[src/rtl/fxp_pkg.sv]
// Shared definitions for the fixed-point MAC datapath: default Q-format,
// accumulator width derivation and scalar scale/saturate helpers.
package fxp_pkg;

  localparam int DEF_WIDTH = 16;
  localparam int DEF_FRAC  = 8;
  localparam int DEF_LEN   = 4;
  localparam int DEF_GUARD = 4;

  // Q-format constants for the default configuration (Q8.8).
  localparam logic signed [DEF_WIDTH-1:0] ONE = DEF_WIDTH'(1 << DEF_FRAC);
  localparam logic signed [DEF_WIDTH-1:0] MAX = {1'b0, {(DEF_WIDTH-1){1'b1}}};
  localparam logic signed [DEF_WIDTH-1:0] MIN = {1'b1, {(DEF_WIDTH-1){1'b0}}};

  // Full-precision product is 2*width; guard bits absorb the LEN-term growth.
  function automatic int acc_w(input int width, input int guard);
    return 2 * width + guard;
  endfunction

  // Scalar reference of the output scaling: arithmetic shift right by frac,
  // optionally biased by half an LSB first (round-half-up).
  function automatic longint scale(input longint v, input int frac, input bit round);
    longint b;
    b = v;
    if (round && frac > 0) b = b + (longint'(1) <<< (frac - 1));
    return b >>> frac;
  endfunction

  // Scalar reference of the clamp to a width-bit two's complement range.
  function automatic longint sat(input longint v, input int width);
    longint hi, lo;
    hi = (longint'(1) <<< (width - 1)) - 1;
    lo = -(longint'(1) <<< (width - 1));
    if (v > hi) return hi;
    if (v < lo) return lo;
    return v;
  endfunction

endpackage

[src/rtl/fxp_sat_round.sv]
// Combinational rescale of an ACC_W-bit accumulator to a WIDTH-bit result:
// shift right by FRAC (floor, or round-half-up when FXP_ROUND_EN is defined),
// then clamp to the signed WIDTH-bit range and flag when clamping happened.
module fxp_sat_round
  import fxp_pkg::*;
#(
  parameter int WIDTH = DEF_WIDTH,
  parameter int FRAC  = DEF_FRAC,
  parameter int ACC_W = acc_w(DEF_WIDTH, DEF_GUARD)
) (
  input  logic signed [ACC_W-1:0] acc,
  output logic signed [WIDTH-1:0] res,
  output logic                    ovf
);

  // One extra MSB so the rounding bias can never wrap.
  localparam logic signed [ACC_W:0] MAXV = {{(ACC_W-WIDTH+2){1'b0}}, {(WIDTH-1){1'b1}}};
  localparam logic signed [ACC_W:0] MINV = {{(ACC_W-WIDTH+2){1'b1}}, {(WIDTH-1){1'b0}}};

  logic signed [ACC_W:0] biased;
  logic signed [ACC_W:0] scaled;

`ifdef FXP_ROUND_EN
  localparam logic signed [ACC_W:0] HALF = (ACC_W+1)'(1) << FRAC >> 1;
  assign biased = {acc[ACC_W-1], acc} + HALF;
`else
  assign biased = {acc[ACC_W-1], acc};
`endif

  assign scaled = biased >>> FRAC;

  // Clamp after scaling so rounding can itself push a value into saturation.
  always_comb begin
    res = scaled[WIDTH-1:0];
    ovf = 1'b0;
    if (scaled > MAXV) begin
      res = MAXV[WIDTH-1:0];
      ovf = 1'b1;
    end else if (scaled < MINV) begin
      res = MINV[WIDTH-1:0];
      ovf = 1'b1;
    end
  end

endmodule

[src/rtl/fxp_mac.sv]
// Signed fixed-point multiply-accumulate: sums LEN products at full precision
// and emits one rescaled, saturated result per LEN accepted (in, w) pairs.
// Stage 1 registers the product, stage 2 accumulates and loads the result.
// Build option FXP_ROUND_EN selects round-half-up instead of floor scaling.
module fxp_mac
  import fxp_pkg::*;
#(
  parameter int WIDTH = DEF_WIDTH,
  parameter int FRAC  = DEF_FRAC,
  parameter int LEN   = DEF_LEN,
  parameter int GUARD = DEF_GUARD
) (
  input  logic                    clk,
  input  logic                    reset,
  input  logic                    in_valid,
  output logic                    in_ready,
  input  logic signed [WIDTH-1:0] in,
  input  logic signed [WIDTH-1:0] w,
  output logic                    out_valid,
  input  logic                    out_ready,
  output logic signed [WIDTH-1:0] out,
  output logic                    ovf
);

  localparam int ACC_W = acc_w(WIDTH, GUARD);
  localparam int CW    = (LEN > 1) ? $clog2(LEN) : 1;
  localparam logic [CW-1:0] LAST = CW'(LEN - 1);

  logic [CW-1:0]            cnt;
  logic signed [2*WIDTH-1:0] p;
  logic                     p_valid, p_first, p_last;
  logic signed [ACC_W-1:0]  acc, acc_next;
  logic signed [WIDTH-1:0]  res;
  logic                     res_ovf;
  logic                     stall, take;

  // The only hazard: a finished sum cannot land while the held result is unread.
  assign stall    = p_valid && p_last && out_valid && !out_ready;
  assign in_ready = !stall;
  assign take     = in_valid && in_ready;

  assign acc_next = p_first ? ACC_W'(p) : acc + ACC_W'(p);

  fxp_sat_round #(.WIDTH(WIDTH), .FRAC(FRAC), .ACC_W(ACC_W)) u_sat (
    .acc (acc_next),
    .res (res),
    .ovf (res_ovf)
  );

  // Stage 1: register the product and tag its position within the vector.
  always_ff @(posedge clk or negedge reset) begin
    if (!reset) begin
      cnt     <= '0;
      p       <= '0;
      p_valid <= 1'b0;
      p_first <= 1'b0;
      p_last  <= 1'b0;
    end else if (!stall) begin
      p_valid <= take;
      if (take) begin
        p       <= in * w;
        p_first <= (cnt == '0);
        p_last  <= (cnt == LAST);
        cnt     <= (cnt == LAST) ? '0 : cnt + 1'b1;
      end
    end
  end

  // Stage 2: accumulate; on the last term load the result, which takes
  // priority over clearing out_valid when the old one is accepted together.
  always_ff @(posedge clk or negedge reset) begin
    if (!reset) begin
      acc       <= '0;
      out       <= '0;
      ovf       <= 1'b0;
      out_valid <= 1'b0;
    end else begin
      if (p_valid && !stall) acc <= acc_next;
      if (p_valid && p_last && !stall) begin
        out       <= res;
        ovf       <= res_ovf;
        out_valid <= 1'b1;
      end else if (out_ready) begin
        out_valid <= 1'b0;
      end
    end
  end

endmodule

[config.mk]
export PLATFORM = sky130hd
export DESIGN_NAME = fxp_mac
export DESIGN_NICKNAME = d
export VERILOG_FILES = /design/src/rtl/fxp_pkg.sv /design/src/rtl/fxp_sat_round.sv /design/src/rtl/fxp_mac.sv
export SDC_FILE = /design/constraint.sdc
export NUM_CORES = 1
export LEC_CHECK = 0
export BUFFER_PORTS_ARGS = -buffer_cell sky130_fd_sc_hd__buf_2
export CAP_MARGIN = 15
export CORE_MARGIN = 2
export CORE_UTILIZATION = 64
export CTS_BUF_LIST = sky130_fd_sc_hd__clkbuf_4 sky130_fd_sc_hd__clkbuf_8
export DETAILED_ROUTE_END_ITERATION = 12
export PLACE_DENSITY = 0.82
export REMOVE_ABC_BUFFERS = 1
export SLEW_MARGIN = 20
export SYNTH_ARGS = -nofsm -noshare
export SYNTH_HDL_FRONTEND = slang
export SYNTH_SLANG_ARGS = --single-unit
[constraint.sdc]
create_clock -name clk -period 7.47 [get_ports clk]
set_input_delay 1.1205 -clock clk [delete_from_list [all_inputs] [get_ports clk]]
set_output_delay 1.1205 -clock clk [all_outputs]
set_load 0.02 [all_outputs]
==> metrics.txt <==
Core Util, Final 67.2%; GRT busiest layer met2; area of the multi-input gates around 12,000 sq um; most frequent cells in the layout inv_1, fa_1, nand2_1; Initial Util 64.5%; initial antenna violation count 0; Worst Max-Slew Pin Slew 1010 ps; Hold Path Class register to register; # diodes 0; GRT Total Usage 28.7%; M3 GR Usage 4.46%; # IOs 55; layout overhead on the synthesized area 4.22%; Via density 5.73; hold_sp acc[32]; fillcell total 2,007; most frequent CP cell fa_1; Max-cap violations 0; # rows 58; first-pass GRT wire length 61,300 um; fraction of layout cells with a size suffix above 1 7.85%; Top FF cell, synth dfrtp_1; Worst Path Max Fanout 11; via count 12,300; unrepaired setup endpoints after global routing no; commonest non-fill, non-tap cell in the layout inv_1; Yosys warnings 0; crit-path cells buf_2 -> nand2_1 -> inv_1 -> fa_1 -> inv_1 -> fa_1 -> inv_1 -> fa_1 -> fa_1 -> fa_1 -> inv_1 -> fa_1 -> inv_1 -> ha_1 -> a21o_1 -> a21o_1 -> a21oi_1 -> o21ai_0 -> a21o_1 -> a2111o_1 -> o221ai_1 -> o21ai_0 -> xnor2_1 -> o21ai_0; Crit. End Element register; placed cells 2,136; WP data required 7680 ps; crit-path leading delay family adder cells; Pins Over Slew Limit 0; post-route ant nets 0; async set-reset flop share out of synthesis 100%; Die Height 163 um; register area 2280 sq um; DR WL/cell 16.6 um; Slew headroom 32.5%; Setup Fix Bufs, Post-CTS 0; Sink Count 91; crit path launch type input port; WP data arrival slightly above 7000 ps; register area share after synthesis 14.1%; met2 usage 48.6%; Clock Skew 12.7 ps; setup TNS 0 ps; die area 26,400 sq um; top cell type's share of synthesized area 32.7%; Placer Congestion 0.941; CP max-delay cell fa_1; cts hold-fix bufs 0; met1 Use GR between 30% and 40%; minimum clock period 7020 ps; Synth Register Bits between 90 and 100; CTS H-Tree Depth 3; status finished clean; number of global-route vias before repair 12,900; buffer depth of the longest clock path 2; CTS Buf Count 9; post-layout worst setup margin around 450 ps; CTS resizes 0; Worst-path clk slew 90 ps; Max Clock Freq 143 MHz; Fin. Hold Viols 0; Post-Route WL approximately 36,000 um; EDFF count, synth 0; DP Worst Slack between 60 and 70 ps; DP HPWL approximately 30,000 um; Synth area leaders fa_1, dfrtp_1, ha_1, inv_1, nand2_1; Post-Layout Cell Count 2,152; CTS tree yes; I/O Buffers 54; DR pass1 iterations 6; Buf/Inv on CP 6; Die Span X 163 um; Setup Crit Path Kind input port to register; Max stage delay on crit path 640 ps; Final Setup Violations 0; DRT iter0 DRCs 902; clock root buffer clkbuf_8; count of cell types in the netlist 87; Avg Cell Area, Syn slightly below 9 sq um; DRC 0; Worst R2R Start p[0]; Core ar. 25,000 sq um; leading area contributor after synthesis fa_1; Clk Latency, worst-skew pair 370 ps; GR Overflow Total 0; Post-Syn Instances 1,800; Tcrit/Tclk final 93.9%; Post-Syn Area between 15,000 and 20,000 sq um; largest net degree at the start of global routing 91; crit path launch in[15]; final-stage net count ~2,200
## metrics by stage
stage | hold WS (ps) | area (sq um)
after floorplan | 453 | 15700
after global placement | 468 | 16600
after detailed placement | 474 | 16600
after CTS | 494 | 16800
after global routing | 491 | 16800
final | 490 | 16800
## routing by layer
layer,part of all wire [%],routed length (um)
met1,44,15800
met2,47,16600
met3,7.4,2650
met4,1.5,540
met5,0,0
## worst paths after layout
path,to,slack [ps],cells past startpoint
worst max-delay path,p[30],450,24
worst min-delay path,acc[32],490,1
worst max register to register,out[1],3040,13
worst min register to register,acc[32],490,1
max in group asynchronous,p[23],6010,2
min in group asynchronous,out_valid,520,1
## cell usage after synthesis, types with 14 or more instances
library cell    n
clkbuf_1       51
nor2_1         88
nand3_1        14
o21ai_0        99
xor2_1         22
a21oi_1        63
inv_1         310
ha_1          119
dfrtp_1        91
fa_1          263
xnor2_1        35
and2_1        123
nand2_1       255
a21o_1         33
## area by class of cell
cell class,instances,share of cell area (%)
clock inverter,3,0.276
multi-input combinational,1332,73.3
clock buffer,13,0.992
sequential,91,13.6
inverter,311,6.96
timing repair buffer,72,2.45
tap,330,2.46
## flip-flops by register name, indices dropped and copies added (netlist names)
signal     cells
acc           36
cnt            2
out           16
out_valid      1
ovf            1
p             32
p_first        1
p_last         1
p_valid        1
## kinds of logic (layout without fill, tap and decap cells)
logic type | Yosys count | after routing | share of synthesized area, %
flip-flops | 91 | 91 | 14.1
AND/OR/NAND/NOR | 571 | 571 | 17.1
adder cells (fa/ha/maj) | 382 | 382 | 42.0
buffers and inverters | 377 | 399 | 9.54
AO/OA/AOI/OAI | 302 | 302 | 12.8
XOR/XNOR | 58 | 58 | 3.27
multiplexers | 19 | 19 | 1.27
Power is not shown: default switching activity piles up to over one toggle a cycle in this logic, so the estimate is an artifact.
